==> src/rtl/laser_hit_detector.sv <==
// Photodiode hit qualifier: synchronizes the sensor, rejects short glitches,
// counts qualified laser hits, flags over-long illumination and locks out after each pulse.
module laser_hit_detector #(
  parameter int unsigned MIN_ON  = 50000,
  parameter int unsigned MAX_ON  = 150000000,
  parameter int unsigned LOCKOUT = 100000000
) (
  input  logic       clock,
  input  logic       reset,
  input  logic       sensor,
  input  logic       clear,
  output logic       hit,
  output logic [7:0] hit_count,
  output logic       fault,
  output logic       armed
);

  localparam logic [31:0] MIN_LAST  = 32'(MIN_ON - 1);
  localparam logic [31:0] MAX_LAST  = 32'(MAX_ON - 1);
  localparam logic [31:0] LOCK_LAST = 32'(LOCKOUT - 1);

  typedef enum logic [2:0] {
    ST_IDLE,
    ST_QUAL,
    ST_LIT,
    ST_FAULTED,
    ST_LOCKED
  } state_e;

  logic [1:0]  sync_q;
  logic        sensor_s;
  state_e      state_q;
  logic [31:0] cnt_q;
  logic        hit_q;
  logic [7:0]  hit_count_q;
  logic        fault_q;
  logic        hit_set;
  logic        fault_set;

  // NOTE: the synchronizer is reset too, so a stale light level cannot leak
  // into the FSM after reset; post-reset light is always qualified from scratch.
  always_ff @(posedge clock) begin
    if (reset) begin
      sync_q <= '0;
    end else begin
      sync_q <= {sync_q[0], sensor};
    end
  end

  assign sensor_s  = sync_q[1];
  assign hit_set   = (state_q == ST_QUAL) && sensor_s && (cnt_q == MIN_LAST);
  assign fault_set = (state_q == ST_LIT)  && sensor_s && (cnt_q == MAX_LAST);

  // NOTE: every register here uses <= so all updates see pre-edge values.
  always_ff @(posedge clock) begin
    if (reset) begin
      state_q     <= ST_IDLE;
      cnt_q       <= '0;
      hit_q       <= 1'b0;
      hit_count_q <= '0;
      fault_q     <= 1'b0;
    end else begin
      hit_q <= hit_set;

      unique case (state_q)
        ST_IDLE: begin
          if (sensor_s) begin
            state_q <= ST_QUAL;
            cnt_q   <= 32'd1;
          end else begin
            cnt_q   <= '0;
          end
        end
        ST_QUAL: begin
          if (!sensor_s) begin
            state_q <= ST_IDLE;
            cnt_q   <= '0;
          end else begin
            if (hit_set) state_q <= ST_LIT;
            cnt_q <= cnt_q + 32'd1;
          end
        end
        ST_LIT: begin
          if (!sensor_s) begin
            state_q <= ST_LOCKED;
            cnt_q   <= '0;
          end else if (fault_set) begin
            state_q <= ST_FAULTED;
          end else begin
            cnt_q   <= cnt_q + 32'd1;
          end
        end
        ST_FAULTED: begin
          if (!sensor_s) begin
            state_q <= ST_LOCKED;
            cnt_q   <= '0;
          end
        end
        ST_LOCKED: begin
          if (cnt_q == LOCK_LAST) begin
            state_q <= ST_IDLE;
            cnt_q   <= '0;
          end else begin
            cnt_q   <= cnt_q + 32'd1;
          end
        end
        default: begin
          state_q <= ST_IDLE;
          cnt_q   <= '0;
        end
      endcase

      // clear wins over a same-cycle hit or fault event; FSM is untouched by it
      if (clear) begin
        hit_count_q <= '0;
      end else if (hit_set && (hit_count_q != 8'hFF)) begin
        hit_count_q <= hit_count_q + 8'd1;
      end

      if (clear) begin
        fault_q <= 1'b0;
      end else if (fault_set) begin
        fault_q <= 1'b1;
      end
    end
  end

  assign hit       = hit_q;
  assign hit_count = hit_count_q;
  assign fault     = fault_q;
  assign armed     = (state_q == ST_IDLE);

endmodule

==> config.mk <==
export PLATFORM = sky130hd
export DESIGN_NAME = laser_hit_detector
export DESIGN_NICKNAME = d
export VERILOG_FILES = /design/src/rtl/laser_hit_detector.sv
export SDC_FILE = /design/constraint.sdc
export NUM_CORES = 1
export LEC_CHECK = 0
export BUFFER_PORTS_ARGS = -buffer_cell sky130_fd_sc_hd__buf_4
export CORE_MARGIN = 2
export CORE_UTILIZATION = 50
export DETAILED_ROUTE_END_ITERATION = 10
export GPL_ROUTABILITY_DRIVEN = 0
export GPL_TIMING_DRIVEN = 0
export PLACE_DENSITY = 0.68
export SLEW_MARGIN = 20
export SYNTH_ARGS = -nofsm -noshare
export SYNTH_HDL_FRONTEND = slang
export SYNTH_SLANG_ARGS = --single-unit
==> constraint.sdc <==
create_clock -name clock -period 2.4 [get_ports clock]
set_input_delay 0.24 -clock clock [delete_from_list [all_inputs] [get_ports clock]]
set_output_delay 0.24 -clock clock [all_outputs]
set_load 0.01 [all_outputs]
Yosys cells after proc, flatten, opt, wreduce, memory -nomap -nowiden
Index checks and enable logic that the tools add are counted.
{"block": "totals", "regBits": 47, "output_inout_bits": 11, "elab_cells": 46}
{"block": "classes", "addsub": 2, "n_eq_ne": 14, "mux": 15, "n_reduce_logical": 9}
{"operator": "$mux W32", "n": 5}
{"operator": "$pmux W32 S5", "n": 1}
{"operator": "$add A32 B1 Y32 const B", "n": 1}
{"operator": "$eq A32 B16 Y1 const B", "n": 1}
{"operator": "$eq A32 B27 Y1 const B", "n": 1}
{"operator": "$eq A32 B28 Y1 const B", "n": 1}
{"operator": "$mux W3", "n": 7}
{"operator": "$pmux W3 S5", "n": 1}
{"operator": "$ne A3 B3 Y1 const B", "n": 3}
{"operator": "$add A8 B1 Y8 const B", "n": 1}
{"operator": "$ne A8 B8 Y1 const B", "n": 1}
{"operator": "$eq A3 B2 Y1 const B", "n": 2}
{"operator": "$logic_and A1 B1 Y1", "n": 5}
{"operator": "$reduce_and A5 Y1", "n": 1}
{"operator": "$ne A2 B2 Y1 const B", "n": 2}
{"operator": "$eq A3 B1 Y1 const B", "n": 1}
{"operator": "$eq A3 B3 Y1 const B", "n": 1}
{"operator": "$logic_not A3 Y1", "n": 1}
{"operator": "$ne A2 B1 Y1 const B", "n": 1}
{"operator": "$reduce_and A2 Y1", "n": 1}
{"operator": "$reduce_or A2 Y1", "n": 1}
{"operator": "$mux W1", "n": 1}

Longest topological paths before layout
{"block": "depth", "word_depth": 6, "depth_mapped": 9, "ltp_nobuf": 7}

Least setup slack after synthesis
Ideal clock, no wire load.
{"block": "synth_timing", "path_kind": "flip-flop to flip-flop", "from": "register cnt_q[0]", "to": "register hit_count_q[5], in the netlist hit_count[5]", "setup_time_ns": 0.070, "t_arrival_ns": 2.075, "t_required_ns": 2.330, "path_slack_ns": 0.255, "path_stages_with_launch": 9, "path_buffers": 1, "cell_sequence": "dfxtp_1 -> ha_1 -> and3_1 -> buf_4 -> nand3_2 -> nor4_4 -> nand2_4 -> or4_1 -> a21oi_1"}
{"block": "synth_via", "elab_chain_len": 3}
{"item": "start, declared", "line": "33", "source": "logic [31:0] cnt_q;"}
{"item": "start signal, assigned", "line": "80", "source": "cnt_q <= cnt_q + 32'd1;"}
{"item": "start signal, assigned", "line": "90", "source": "cnt_q <= cnt_q + 32'd1;"}
{"item": "start signal, assigned", "line": "104", "source": "cnt_q <= cnt_q + 32'd1;"}
{"item": "$eq A32 B16 Y1", "line": "51", "source": "assign hit_set = (state_q == ST_QUAL) && sensor_s && (cnt_q == MIN_LAST);"}
{"item": "$logic_and A1 B1 Y1", "line": "51"}
{"item": "$logic_and A1 B1 Y1", "line": "116", "source": "end else if (hit_set && (hit_count_q != 8'hFF)) begin"}
{"item": "end signal, assigned", "line": "117", "source": "hit_count_q <= hit_count_q + 8'd1;"}
{"item": "end, declared", "line": "35", "source": "logic [7:0] hit_count_q;"}
Every way passes these cells.
A chain may end at the register's enable or synchronous reset.

Worst setup path after layout
{"block": "layout_timing", "from": "register cnt_q[0]", "to": "register cnt_q[5]"}
{"block": "layout_via", "elab_chain_len": 4, "word_cells_on_any_way": 11, "classes_between": "1 x add/sub; 3 x eq/ne; 5 x mux; 2 x reduce/logical"}
{"item": "$add A32 B1 Y32 / $eq A32 B28 Y1 (equally long branches)"}
{"item": "$mux W32 / $logic_and A1 B1 Y1 (equally long branches)", "line": "87, 52"}
{"item": "$mux W32 / $ne A3 B3 Y1 (equally long branches)"}
{"item": "$pmux W32 S5 / $reduce_and A2 Y1 (equally long branches)"}
Several ways; a longest one is shown, not always the timed one. The select of a mux whose other input is x is not followed.

==> summary.md <==
After layout, the worst setup slack is 0.0788 ns. In the layout the commonest cells are dfxtp_1, nor2_1, buf_4. The share of cell area taken by muxes after synthesis is 0.403%, and the area of the placeable core is 0.00475 sq mm. The number of synthesized register bits was 47. For the worst-skew pair, the clock arrives at the later sink with an insertion delay of 0.30 ns.

The most repeated library cell on the critical path is o31ai_4. The worst hold path passes through 2 cells. The tool flagged a number of max-cap violations equal to 0. Summing all multi-input logic gate instances after layout gives 0.00151 sq mm. The worst setup path is launched from a register.

Row generation in the floorplan step produced 25 rows. The run gives 294 as the post-synth net total. In this run the worst path has a maximum fanout of 8. Including well taps, the total number of placed cells is 369. The average instance in the mapped netlist occupies 8.63 sq um. The tree built by TritonCTS fans out to 47 sinks. By area the synthesized netlist is led by dfxtp_1, nor2_1, a21oi_1, xor2_1, o31ai_1. dfxtp_1 takes more of the synthesized area than any other cell. Clock-pin slew was measured on the worst setup and hold paths at 0.09 ns.

The worst register-to-register path has a setup slack of 0.08 ns. The most frequently used flop master after synthesis was dfxtp_1. The repair_antennas step left the layout with diodes totalling 0.

Area share of fa/ha/maj cells after synthesis: 1.01%. Counting flops with an async set or reset pin after synthesis yields a share of 0%. Across the whole layout, storage elements account for 942 sq um. Final hold analysis gives a worst-case slack of 0.140 ns. The number of optimization iterations in the first detailed-route pass came out at 4. The HPWL reported at the end of detailed placement was 4120 um; the layout cell share with drive strength beyond 1 was 18.4%. The buffer cell driving the clock tree root is clkbuf_8. The final critical delay including setup and external delays is 2.32 ns. The filler cells instantiated in the layout total 443.

The startpoint identified for the worst hold timing path is sensor. For this run, global-route usage on met3 was measured as 4.88%. Sequential elements use 37.8% of the synthesized area. The warning count from the yosys run was 0. Summing the areas of all xor and xnor instances in the mapped netlist gives 5.99% of the synthesized area.

Data on the critical path arrives at its endpoint at 2.55 ns. The critical setup path kind was reg -> reg. For the via count of the first global-routing pass, the log shows 2,045. For the pin count of the biggest net entering global routing, the log shows 16. The tools report the standby leakage power as 0.940 nW. Timing would allow up to 0.431 GHz. Final hold violation count: 0. Global routing consumed, over all layers together, 23.3% of the routing resources. The number of synthesized flops with an enable pin came out at 0. The worst hold-check path type is in -> reg. The busiest layer in global routing was met2. The startpoint identified for the worst register-to-register timing path is cnt_q[0]$_SDFFE_PP0P_. The total global routing overflow is 0, and the average detailed-routed wire length per instance is 15.6 um.

The final clock skew came out at 0.00451 ns. Setup repair after global routing could not meet its margin everywhere. Leaving out fill and tap cells, the most frequent cell in the layout is dfxtp_1.

The logs give 0 for the DRC violation count after routing and 2 for the buffer levels on the longest clock path. The tools report the max-slew violation total from the final report as 0. The total number of vias is 2,274, and the total standard cell area after synthesis is 0.00249 sq mm.

The met1 layer usage reported by global route was 34.1%; the power consumption was 1.30 mW. The post-synthesis cell count was 288; the floorplan die height was 74.5 um. For this run, the post-layout net count is 320. After synthesis, the largest family of logic cells by area is simple AND/OR/NAND/NOR gates. The run finished with clean final reports. OpenSTA, run right after detailed placement, puts the worst setup slack at -0.247 ns. Summing the areas of all compound-gate instances in the mapped netlist gives 20.4% of the synthesized area. The detail-routed via count per cell came out at 5.95.

Data on the critical path is required at its endpoint by 2.63 ns. In this run the number of H-tree levels came out at 2. The CTS buffer count was 5; the aggregate routed wire length was 5950 um. Setup violations remaining at the end of the flow were counted as 0.

The die covers 0.00555 sq mm. In this design, the stage delay of the slowest critical-path cell is 0.49 ns. The worst setup path is captured at a register. Global routing used 34.8% of the available met2 tracks. The worst hold path terminates at sync_q[0]$_SDFF_PP0_.

The number of distinct library cell variants in the gate-level netlist after synthesis came out at 57. The number of antenna violations at the first check in global routing was 0; the number of input and output port buffers inserted was 14. Headroom to the max-slew limit came out at 60.9%.

In this run the power density over the cells is 450 mW/mm^2. After the first detailed-routing iteration, the DRC count stood at 192. For the largest voltage drop on the vdd net, the log shows 0.255 mV. The count of nets left with antenna violations once routing finished came out at 0. The number of buffers added to fix hold violations after cts was 0. The run gives 9980 um as the first-pass GRT wire length. Cells fill 60.7% of the core in the end. The worst register-to-register path ends at cnt_q[5]$_SDFFE_PP0P_. The die outline width was 74.5 um.

In this run the biggest area consumer among cell types represents 37.8% of the synthesized area. For the pin with the worst max-slew slack, the measured transition is 0.582 ns. The critical path goes through ha_1, and3_1, buf_4, nand3_4, o31ai_4, o31ai_4, or4b_1, a31oi_1.

During I/O placement, the number of pins put on the boundary was 15. Once the floorplan was initialized, standard cells occupied 52.3% of the core. After Yosys synthesis, and, or, nand and nor cells account for 29.8% of the synthesized area.

The final cycle utilization of the critical path was 96.7%. TritonCTS built the clock tree. Among all stages on the critical path, the largest delay is contributed by or4b_1. The finished layout holds 382 standard cells, fillers aside. The growth of design area from synthesis to finish is 16.1%. The worst reg-to-reg path cell count works out to 8.
[how the worst max path moves through the flow]
stage	start	endpoint	cells after the start
4_1_cts	cnt_q[0]$_SDFFE_PP0P_	cnt_q[8]$_SDFFE_PP0P_	9
2_1_floorplan	cnt_q[0]$_SDFFE_PP0P_	hit_count[5]$_SDFFE_PP0P_	8
3_5_place_dp	cnt_q[0]$_SDFFE_PP0P_	cnt_q[6]$_SDFFE_PP0P_	9
5_1_grt	cnt_q[0]$_SDFFE_PP0P_	cnt_q[5]$_SDFFE_PP0P_	8
6_report	cnt_q[0]$_SDFFE_PP0P_	cnt_q[5]$_SDFFE_PP0P_	8
3_3_place_gp	cnt_q[0]$_SDFFE_PP0P_	cnt_q[3]$_SDFFE_PP0P_	9
[Yosys cell counts (3+ instances only)]
cell	count
dfxtp_1	47
nor2_1	31
a21oi_1	22
nand2_1	16
nand3_1	13
o31ai_1	12
xor2_1	12
or4_1	10
inv_1	9
nand4_1	9
o2111ai_1	8
o21ai_0	8
and3_1	6
buf_2	6
nor3_1	6
or3_1	6
clkbuf_1	5
xnor2_1	5
nor2b_1	4
or2_2	4
a211oi_1	3
and4_1	3
[flip-flops by register name (all words and copies together), names as in the netlist]
signal	cells
cnt_q	32
hit_count	8
state_q	3
sync_q	2
fault	1
hit	1
[per-layer routing]
metal  vias up  wire, um  share of wire [%]
met5         -         0                  0
met4         0        88                1.5
met3        10       238                4.0
met2        48      2610                 44
met1      1086      3010                 51
li1       1130         -                  -
[cell type report]
| cell class | count | share of cell area [%] |
|---|---|---|
| multi-input combinational | 217 | 52.2 |
| sequential | 47 | 32.7 |
| timing repair buffer | 19 | 4.94 |
| buffer | 15 | 3.04 |
| tap | 67 | 2.91 |
| clock buffer | 5 | 2.39 |
| inverter | 9 | 1.17 |
| clock inverter | 3 | 0.694 |
[timing repair]
action / in CTS / in global routing
gates resized for setup: 10 / 8
gates cloned: 0 / 0
buffers inserted: 3 / 2
pin swaps: 2 / 2
setup endpoints to repair: 31 / 30
hold endpoints to repair: 0 / 0
[power breakdown]
| group | total (mW) | leakage (nW) | internal (mW) | switching (mW) |
|---|---|---|---|---|
| registers | 0.784 | 0.379 | 0.782 | 0.00222 |
| logic | 0.0294 | 0.521 | 0.0125 | 0.0168 |
| clock network | 0.484 | 0.0402 | 0.203 | 0.281 |
| total | 1.30 | 0.940 | 0.998 | 0.300 |
[logic make-up after synthesis]
| family | Yosys count |
|---|---|
| AND/OR/NAND/NOR | 126 |
| AO/OA/AOI/OAI | 71 |
| flip-flops | 47 |
| buffers and inverters | 24 |
| XOR/XNOR | 17 |
| adder cells (fa/ha/maj) | 2 |
| multiplexers | 1 |
[metrics by stage]
step	TNS (ns)	instance area, sq um
finish	0	2890
global route	-0.0358	2890
CTS	0	2830
detailed placement	-4.94	2680
global placement	-3.10	2680
floorplan	0	2490
[critical path: cells and delay by family, from the launching register on]
| kind | cells | cell delay, ns |
|---|---|---|
| DFF | 1 | 0.36 |
| AOI/OAI and AO/OA | 3 | 0.70 |
| and+or+nand+nor | 3 | 0.79 |
| buffers and inverters | 1 | 0.18 |
| adders and majority gates | 1 | 0.22 |
(Power assumes the default switching activity.)
